<file path="src/rtl/spram_fifo_ctrl_pkg.sv">
// Shared sizing constants and types for the single-port-RAM FIFO controller.
// The controller is sized for the 128x4 RAM it drives; DEPTH is always 2**AW.
package spram_fifo_pkg;

    localparam int AW    = 7;
    localparam int DW    = 4;
    localparam int DEPTH = 2 ** AW;

    // Which requester won the RAM port on the most recent granted cycle.
    typedef enum logic {
        GNT_RD = 1'b0,
        GNT_WR = 1'b1
    } gnt_t;

    typedef logic [AW-1:0] ptr_t;
    typedef logic [AW:0]   level_t;
    typedef logic [DW-1:0] data_t;

    localparam level_t LEVEL_FULL = level_t'(DEPTH);

endpackage : spram_fifo_pkg

</file>
<file path="src/rtl/spram_fifo_ctrl_rr_arb2.sv">
// Two-way round-robin grant for the shared RAM port: read versus write.
// A contested cycle goes to whichever side did not win the previous grant.
module spram_rr_arb2
    import spram_fifo_pkg::*;
(
    input  logic i_want_rd,
    input  logic i_want_wr,
    input  gnt_t i_last_gnt,
    output logic o_rd_sel,
    output logic o_wr_sel
);

    logic w_rd_turn;

    assign w_rd_turn = (i_last_gnt == GNT_WR);
    assign o_rd_sel  = i_want_rd & (!i_want_wr | w_rd_turn);
    assign o_wr_sel  = i_want_wr & !o_rd_sel;

endmodule : spram_rr_arb2

</file>
<file path="src/rtl/spram_fifo_ctrl.sv">
// Valid/ready FIFO controller in front of a 128x4 single-port RAM.
// Writes and reads share the port; read words land in a one-entry output slot.
module spram_fifo_ctrl
    import spram_fifo_pkg::*;
(
    input  logic          clk,
    input  logic          rst,
    input  logic          in_valid,
    input  logic [DW-1:0] in_data,
    output logic          in_ready,
    output logic          out_valid,
    output logic [DW-1:0] out_data,
    input  logic          out_ready,
    output logic [AW:0]   ram_level,
    output logic          ram_enb,
    output logic [AW-1:0] ram_addr,
    output logic [DW-1:0] ram_wdata,
    input  logic [DW-1:0] ram_rdata
);

    ptr_t   r_wr_ptr;
    ptr_t   r_rd_ptr;
    level_t r_ram_level;
    logic   r_out_valid;
    data_t  r_out_data;
    gnt_t   r_last_gnt;

    logic   w_slot_free;
    logic   w_full;
    logic   w_want_rd;
    logic   w_want_wr;
    logic   w_rd_sel;
    logic   w_wr_sel;

    assign w_slot_free = !r_out_valid | out_ready;
    assign w_full      = (r_ram_level == LEVEL_FULL);
    assign w_want_rd   = (r_ram_level != '0) & w_slot_free;
    assign w_want_wr   = in_valid & !w_full;

    spram_rr_arb2 u_arb (
        .i_want_rd  (w_want_rd),
        .i_want_wr  (w_want_wr),
        .i_last_gnt (r_last_gnt),
        .o_rd_sel   (w_rd_sel),
        .o_wr_sel   (w_wr_sel)
    );

    // A non-write cycle always presents rd_ptr, so an idle cycle is a harmless read.
    always_comb begin
        ram_enb   = 1'b0;
        ram_addr  = r_rd_ptr;
        ram_wdata = '0;
        if (w_wr_sel) begin
            ram_enb   = 1'b1;
            ram_addr  = r_wr_ptr;
            ram_wdata = in_data;
        end
    end

    assign in_ready  = !w_full & !w_rd_sel;
    assign out_valid = r_out_valid;
    assign out_data  = r_out_data;
    assign ram_level = r_ram_level;

    always_ff @(posedge clk or negedge rst) begin
        if (!rst) begin
            r_wr_ptr <= '0;
            r_rd_ptr <= '0;
        end else begin
            if (w_wr_sel) begin
                r_wr_ptr <= r_wr_ptr + ptr_t'(1);
            end
            if (w_rd_sel) begin
                r_rd_ptr <= r_rd_ptr + ptr_t'(1);
            end
        end
    end

    // Read and write are mutually exclusive, so the level moves by at most one.
    always_ff @(posedge clk or negedge rst) begin
        if (!rst) begin
            r_ram_level <= '0;
            r_last_gnt  <= GNT_RD;
        end else if (w_wr_sel) begin
            r_ram_level <= r_ram_level + level_t'(1);
            r_last_gnt  <= GNT_WR;
        end else if (w_rd_sel) begin
            r_ram_level <= r_ram_level - level_t'(1);
            r_last_gnt  <= GNT_RD;
        end
    end

    always_ff @(posedge clk or negedge rst) begin
        if (!rst) begin
            r_out_valid <= 1'b0;
            r_out_data  <= '0;
        end else if (w_rd_sel) begin
            r_out_valid <= 1'b1;
            r_out_data  <= ram_rdata;
        end else if (r_out_valid && out_ready) begin
            r_out_valid <= 1'b0;
        end
    end

    a_level_in_range : assert property (
        @(posedge clk) disable iff (!rst) (r_ram_level <= LEVEL_FULL)
    );

    a_no_read_when_empty : assert property (
        @(posedge clk) disable iff (!rst) (w_rd_sel |-> (r_ram_level != '0))
    );

endmodule : spram_fifo_ctrl

</file>
<file path="config.mk">
export PLATFORM = sky130hd
export DESIGN_NAME = spram_fifo_ctrl
export DESIGN_NICKNAME = d
export VERILOG_FILES = /design/src/rtl/spram_fifo_ctrl_pkg.sv /design/src/rtl/spram_fifo_ctrl_rr_arb2.sv /design/src/rtl/spram_fifo_ctrl.sv
export SDC_FILE = /design/constraint.sdc
export NUM_CORES = 1
export LEC_CHECK = 0
export CAP_MARGIN = 20
export CORE_MARGIN = 2
export CORE_UTILIZATION = 45
export DETAILED_ROUTE_END_ITERATION = 8
export GPL_TIMING_DRIVEN = 1
export PLACE_DENSITY = 0.72
export SKIP_LAST_GASP = 1
export SYNTH_ARGS = -nofsm -noshare
export SYNTH_HDL_FRONTEND = slang
export SYNTH_SLANG_ARGS = --single-unit
export TNS_END_PERCENT = 20
</file>
<file path="constraint.sdc">
create_clock -name clk -period 2.6 [get_ports clk]
set_clock_uncertainty 0.05 [all_clocks]
set_input_delay 0.52 -clock clk [delete_from_list [all_inputs] [get_ports clk]]
set_output_delay 0.52 -clock clk [all_outputs]
set_load 0.01 [all_outputs]
</file>
==> metrics.txt, run 1 <==
max_cap viols 0; final antenna-violating net count 0; Post-Layout Cell Count 281; failing checks setup timing; Post-synth EDFFs 0; sequential fraction of the synthesis area about 41%; Reg clk slew, reported paths roughly 0.090 ns; Avg Inst Size Synth 10.4 um^2; crit path kind reg2out; Synth area leader dfrtp_1; placed cells 276; DR vias 1480; leakage power roughly 1.2 nW; share of cells above drive strength 1 27.5%; syn nets about 190; Tmin final about 2.9 ns; clock power share 10.0%; Initial DRC Count 82; final hold viol count 0; critical path required time 2.03 ns; vias in the first global route 1516; max incr delay on CP 0.53 ns; Max clock buf depth 2; Hold Path Class reg2reg; crit start category flip-flop; worst hold start r_rd_ptr[6]; First-pass DRT Iterations 4; fillcell total 300; Psw 0.00127 W; full die area 4310 um^2; crit path DAT 2.30 ns; Hold Path End r_rd_ptr[6]; sequential fraction of design power 25.3%; row count 22; ys async rst share 100%; Synth Warn # 0; fin nets 255; DRC Markers 0; status complete, but fails checks; R2R depth 12; Final Power 0.00340 W; top cell type's share of synthesized area 40.9%; total grt overflow 0; worst skew pair latency approximately 0.27 ns; drt via density roughly 5.3; Slew headroom 72.8%; Worst Path Max Fanout 16; IO Count 38; RePlAce Congestion 0.893; PnR worst setup slack -0.266 ns; worst r2r src ram_level[4]; final core utilization 68.7%; post-DP HPWL about 3.0 mm; first-pass GRT wire length 6.69 mm; Root Buffer clkbuf_8; Die Width 65.7 um; Hold Path Depth 1; cts bufs inserted 3; RSZ-0062 raised after global routing yes; critical-path cell list nor4_4 > and2_4 > o211ai_2 > buf_12 > inv_4 > and2_1 > clkdlybuf4s50_1; WL final ~3.9 mm; Sw Ratio 37.4%; synth top area cells dfrtp_1, xnor2_1, nand2_1; Die Y 65.7 um; Mapped Cells between 150 and 200; initial antenna violation count 0; Distinct cells, synth 43; P per Cell Area 1350 nW/um^2; count of input and output buffers 37; Core Area around 3700 um^2; Max VDD drop 0.000781 V; r2r endpoint ram_level[7]; main flop type after synthesis dfrtp_1; combinational power share between 60% and 70%; Reg2Reg Setup Slack -0.22 ns; register bit total from synthesis 28; Syn-to-layout area delta 46.9%; Internal 0.00213 W; commonest cells in the synthesized netlist dfrtp_1, nand2_1, xnor2_1; Setup-failing EPs final 13; Place WS -0.414 ns; largest net degree at the start of global routing 29; critical path endpoint category primary output; Max stage delay cell, worst path clkdlybuf4s50_1; clock sink count 28; Final Slew Violations 0; period utilization 110%; Antenna diodes 0; routed len/inst 13.8 um; Tightest Pin Transition 0.408 ns; H-tree levels 1; Mapped Area 1710 um^2; fmax 349 MHz; Initial Util between 40 and 50%; CTS tree done; total global-route track usage 19.7%
-- layout by cell type, fill, tap and decap left out, types with 2 or more instances in the layout --
| master | n |
|---|---|
| and3_1 | 4 |
| nand3_1 | 2 |
| buf_4 | 30 |
| a211oi_2 | 2 |
| o21a_1 | 2 |
| mux2_4 | 6 |
| and2_1 | 4 |
| inv_1 | 5 |
| nor3_1 | 4 |
| nor3_2 | 2 |
| nand2_1 | 28 |
| clkbuf_8 | 3 |
| dlygate4sd2_1 | 3 |
| dfrtp_1 | 26 |
| buf_12 | 3 |
| mux2_1 | 5 |
| nand4_1 | 7 |
| dlymetal6s2s_1 | 2 |
| mux2i_1 | 3 |
| clkdlybuf4s50_1 | 29 |
| dfrtp_2 | 2 |
| ha_1 | 6 |
| ha_4 | 2 |
| a21o_1 | 2 |
| clkbuf_2 | 2 |
| o21ai_0 | 3 |
| xor2_1 | 2 |
| xnor2_1 | 15 |
| a21oi_1 | 6 |
-- worst max-delay path by stage --
stage	startpoint	endpoint	slack [ns]
floorplan	ram_level[6]	ram_level[6]	-0.09
global placement	out_ready	ram_addr[0]	-0.33
detailed placement	out_ready	ram_level[7]	-0.41
CTS	out_ready	ram_addr[2]	-0.27
global route	out_ready	ram_level[7]	-0.39
finish	ram_level[4]	ram_wdata[0]	-0.27
-- metal layers --
metal,up-vias,GRT usage (%),part of all wire (%)
li1,722,-,-
met1,718,22.1,43
met2,35,37.8,52
met3,5,1.88,3.4
met4,0,7.55,1.4
met5,-,0,0
-- cell families after synthesis --
family | Yosys count | synth area share [%]
and+or+nand+nor | 58 | 17.9
DFF | 28 | 40.9
AOI/OAI and AO/OA | 27 | 11.7
xor gates and xnor gates | 17 | 8.70
muxes | 14 | 10.3
buffers and inverters | 12 | 3.44
adders and majority gates | 9 | 7.02
-- area by class of cell --
| class | count | area (um^2) | area share (%) |
|---|---|---|---|
| Clock buffer | 3 | 41.3 | 1.64 |
| Timing Repair Buffer | 70 | 647 | 25.7 |
| Multi-Input combinational cell | 125 | 1010 | 40.1 |
| Clock inverter | 1 | 30.0 | 1.19 |
| Tap cell | 48 | 60.1 | 2.39 |
| Sequential cell | 28 | 703 | 28.0 |
| Inverter | 6 | 25.0 | 0.996 |
-- power by group through the flow --
stage	clock (W)	combinational (W)	sequential [W]
after floorplan	0	0.00121	0.000916
after global placement	0	0.00211	0.000856
after detailed placement	0	0.00220	0.000865
after CTS	0.000346	0.00220	0.000858
after global routing	0.000367	0.00241	0.000893
final	0.000340	0.00220	0.000861
-- worst max-delay path, delay by kind of cell (launching register included) --
| kind | cells | cell delay [ns] |
|---|---|---|
| AOI/OAI and AO/OA | 1 | 0.09 |
| buffers and inverters | 3 | 0.81 |
| DFF | 1 | 0.44 |
| and+or+nand+nor | 3 | 0.69 |
-- flip-flops by register name, indices dropped and copies added, names as in the netlist --
register,count
ram_level,8
out_data,4
r_rd_ptr,7
r_last_gnt,1
r_wr_ptr,7
out_valid,1
-- through the flow --
step           hold slack (ns)  area (um^2)  setup TNS (ns)
6_report                 0.437         2510           -2.00
5_1_grt                  0.451         2510           -3.33
4_1_cts                  0.440         2490           -2.90
3_5_place_dp             0.426         2410           -5.54
3_3_place_gp             0.414         2410           -5.08
2_1_floorplan            0.174         1770          -0.161
-- timing repair --
action / CTS / global route
setup buffers: 1 / 0
hold buffers: 0 / 0
resized for setup: 7 / 12
pin swaps: 2 / 4
endpoints found under the setup margin: 15 / 18
No activity file was read; power rests on OpenSTA's default activity.
==> run 2, diff against run 1 <==
--- a/config.mk
+++ b/config.mk
@@ -11,6 +11,8 @@
 export DETAILED_ROUTE_END_ITERATION = 8
 export GPL_TIMING_DRIVEN = 1
 export PLACE_DENSITY = 0.72
+export RECOVER_POWER = 25
+export REMOVE_ABC_BUFFERS = 1
 export SKIP_LAST_GASP = 1
 export SYNTH_ARGS = -nofsm -noshare
 export SYNTH_HDL_FRONTEND = slang
==> metrics.txt, run 2 (synthesized netlist as in run 1, its figures left out) <==
Final Slew Violations 28 (+28); failing checks capacitance limit, slew limit, setup timing; initial antenna violation count 0 (unchanged); Largest delay share family, worst path buffers and inverters; Slew headroom -0.408% (-73 points); max reg flops 8 (unchanged); vias in the first global route 1560 (+2.9%); final hold viol count 0 (unchanged); Psw 0.00129 W (+1.0%); Antenna diodes 0 (unchanged); Placed Area 2350 um^2 (-2.8%); max incr delay on CP 0.56 ns (+0.03 ns); P per Cell Area 1370 nW/um^2 (+0.90%); post-DP HPWL 2.96 mm (about the same); critical path required time 2.03 ns (about the same); Fin Setup TNS -1.84 ns (+0.153 ns); critical path endpoint category primary output; CTS Hold Buffers Added 0 (unchanged); Tmin final 2.82 ns (-0.0443 ns); final antenna-violating net count 0 (unchanged); Initial DRC Count 63 (-23%); Core Area 3660 um^2 (unchanged); DRC Markers 0 (unchanged); first-pass GRT wire length 6.80 mm (+1.6%); full die area 4310 um^2 (unchanged); Max VDD drop 0.000844 V (+8.0%); cts bufs inserted 3 (unchanged); critical-path cell list clkdlybuf4s50_1 > inv_1 > a211o_1 > o211a_2 > a21oi_1 > clkdlybuf4s50_1; most frequent cells in the layout buf_4, clkdlybuf4s50_1, dfrtp_1; RSZ-0062 raised after global routing yes; crit start category primary input; Max clock buf depth 2 (unchanged); Root Buffer clkbuf_8; CTS tree done; crit path DAT 2.25 ns (-0.05 ns); PnR worst setup slack -0.222 ns (+0.0443 ns); clock sink count 28 (unchanged); Initial Util 46.8% (unchanged); status complete, but fails checks; Internal 0.00215 W (+0.73%); row count 22 (unchanged); sequential fraction of design power 25.1% (-0.2 points); Syn-to-layout area delta 46.8% (about the same); share of cells above drive strength 1 27.5% (+0.075 points); worst skew pair latency 0.28 ns (about the same); design area 2510 um^2 (about the same); fin nets 258 (+1.2%); Worst Path Max Fanout 3 (-13); Buf/Inv on CP 3 (unchanged); Die Y 65.7 um (unchanged); clock power share 9.9% (about the same); Sw Ratio 37.5% (+0.070 points); drt via density 5.23 (-0.79%); DR vias 1484 (+0.27%); max_cap viols 1 (+1); total global-route track usage 20.1% (+0.46 points); H-tree levels 1 (unchanged); commonest non-fill, non-tap cell in the layout buf_4; RePlAce Congestion 0.882 (-1.2%); fmax 354 MHz (+1.6%); crit path kind in2out; WL final 3.92 mm (+1.3%); Setup-failing EPs final 14 (+1); IO Count 38 (unchanged); period utilization 109% (-1.7 points); Hold Path Class reg2reg; combinational power share 65.0% (+0.3 points); largest net degree at the start of global routing 29 (unchanged); total grt overflow 0 (unchanged); fillcell total 278 (-7.3%); Tightest Pin Transition 1.51 ns (+1.10 ns); Die Width 65.7 um (unchanged); crit-path most repeated cell clkdlybuf4s50_1; routed len/inst 13.8 um (+0.25%); Max stage delay cell, worst path clkdlybuf4s50_1; Place WS -0.570 ns (-0.156 ns); First-pass DRT Iterations 4 (unchanged); count of input and output buffers 37 (unchanged); Reg clk slew, reported paths 0.10 ns (about the same); leakage power 1.14 nW (-1.1%)
==> run 2: worst paths after layout <==
kind	start	end	slack [ns]	cells after the start
setup / recovery	in_valid	in_ready	-0.22	6
hold / removal	r_rd_ptr[6]	r_rd_ptr[6]	0.44	1
setup reg to reg	ram_level[4]	ram_level[7]	-0.18	13
hold reg to reg	r_rd_ptr[6]	r_rd_ptr[6]	0.44	1
max in group asynchronous	rst	r_wr_ptr[0]	0.53	2
min in group asynchronous	rst	ram_level[4]	1.09	2
==> run 2: area by class of cell <==
class	count	area [um^2]	area share (%)
Multi-Input combinational cell	125	1020	40.6
Clock buffer	3	41.3	1.64
Clock inverter	1	30.0	1.20
Timing Repair Buffer	73	636	25.3
Inverter	6	25.0	0.996
Sequential cell	28	701	27.9
Tap cell	48	60.1	2.39
==> run 2: timing repair <==
item,in CTS,in global routing
endpoints found under the setup margin,17,18
setup buffers,3,0
gates cloned,1,0
pin swaps,4,3
resized for setup,21,6
==> run 2: worst reg2reg max path, cell delays in order (launching register included) <==
cell	delay [ns]
dfrtp_1	0.42
nor4_4	0.30
buf_4	0.18
nand3_2	0.10
o211ai_4	0.12
buf_4	0.16
buf_4	0.12
ha_2	0.29
o21ai_2	0.17
nor3_1	0.08
a211oi_2	0.17
buf_4	0.17
mux2i_1	0.21
o211ai_1	0.12
==> run 2: power by group through the flow <==
stage                     Clock [W]  Sequential (W)  Combinational [W]
final                      0.000341        0.000861            0.00223
after global routing       0.000363        0.000890            0.00244
after CTS                  0.000351        0.000860            0.00218
after detailed placement          0        0.000863            0.00209
after global placement            0        0.000848            0.00202
after floorplan                   0        0.000915            0.00109
==> run 2: stage by stage <==
stage	instances	total power (W)	utilization [%]	hold WS [ns]
after floorplan	159	0.00201	-	0.174
after global placement	276	0.00286	64.1	0.415
after detailed placement	276	0.00295	64.1	0.419
after CTS	284	0.00339	67.9	0.433
after global routing	284	0.00370	68.6	0.474
final	284	0.00343	68.6	0.438
==> run 2: layer usage <==
| metal | vias up | routed length (um) | track usage, % |
|---|---|---|---|
| met5 | - | 0 | 0 |
| met4 | 0 | 65 | 8.33 |
| met3 | 7 | 160 | 2.57 |
| met2 | 36 | 1930 | 34.6 |
| met1 | 716 | 1770 | 25.4 |
| li1 | 725 | - | - |
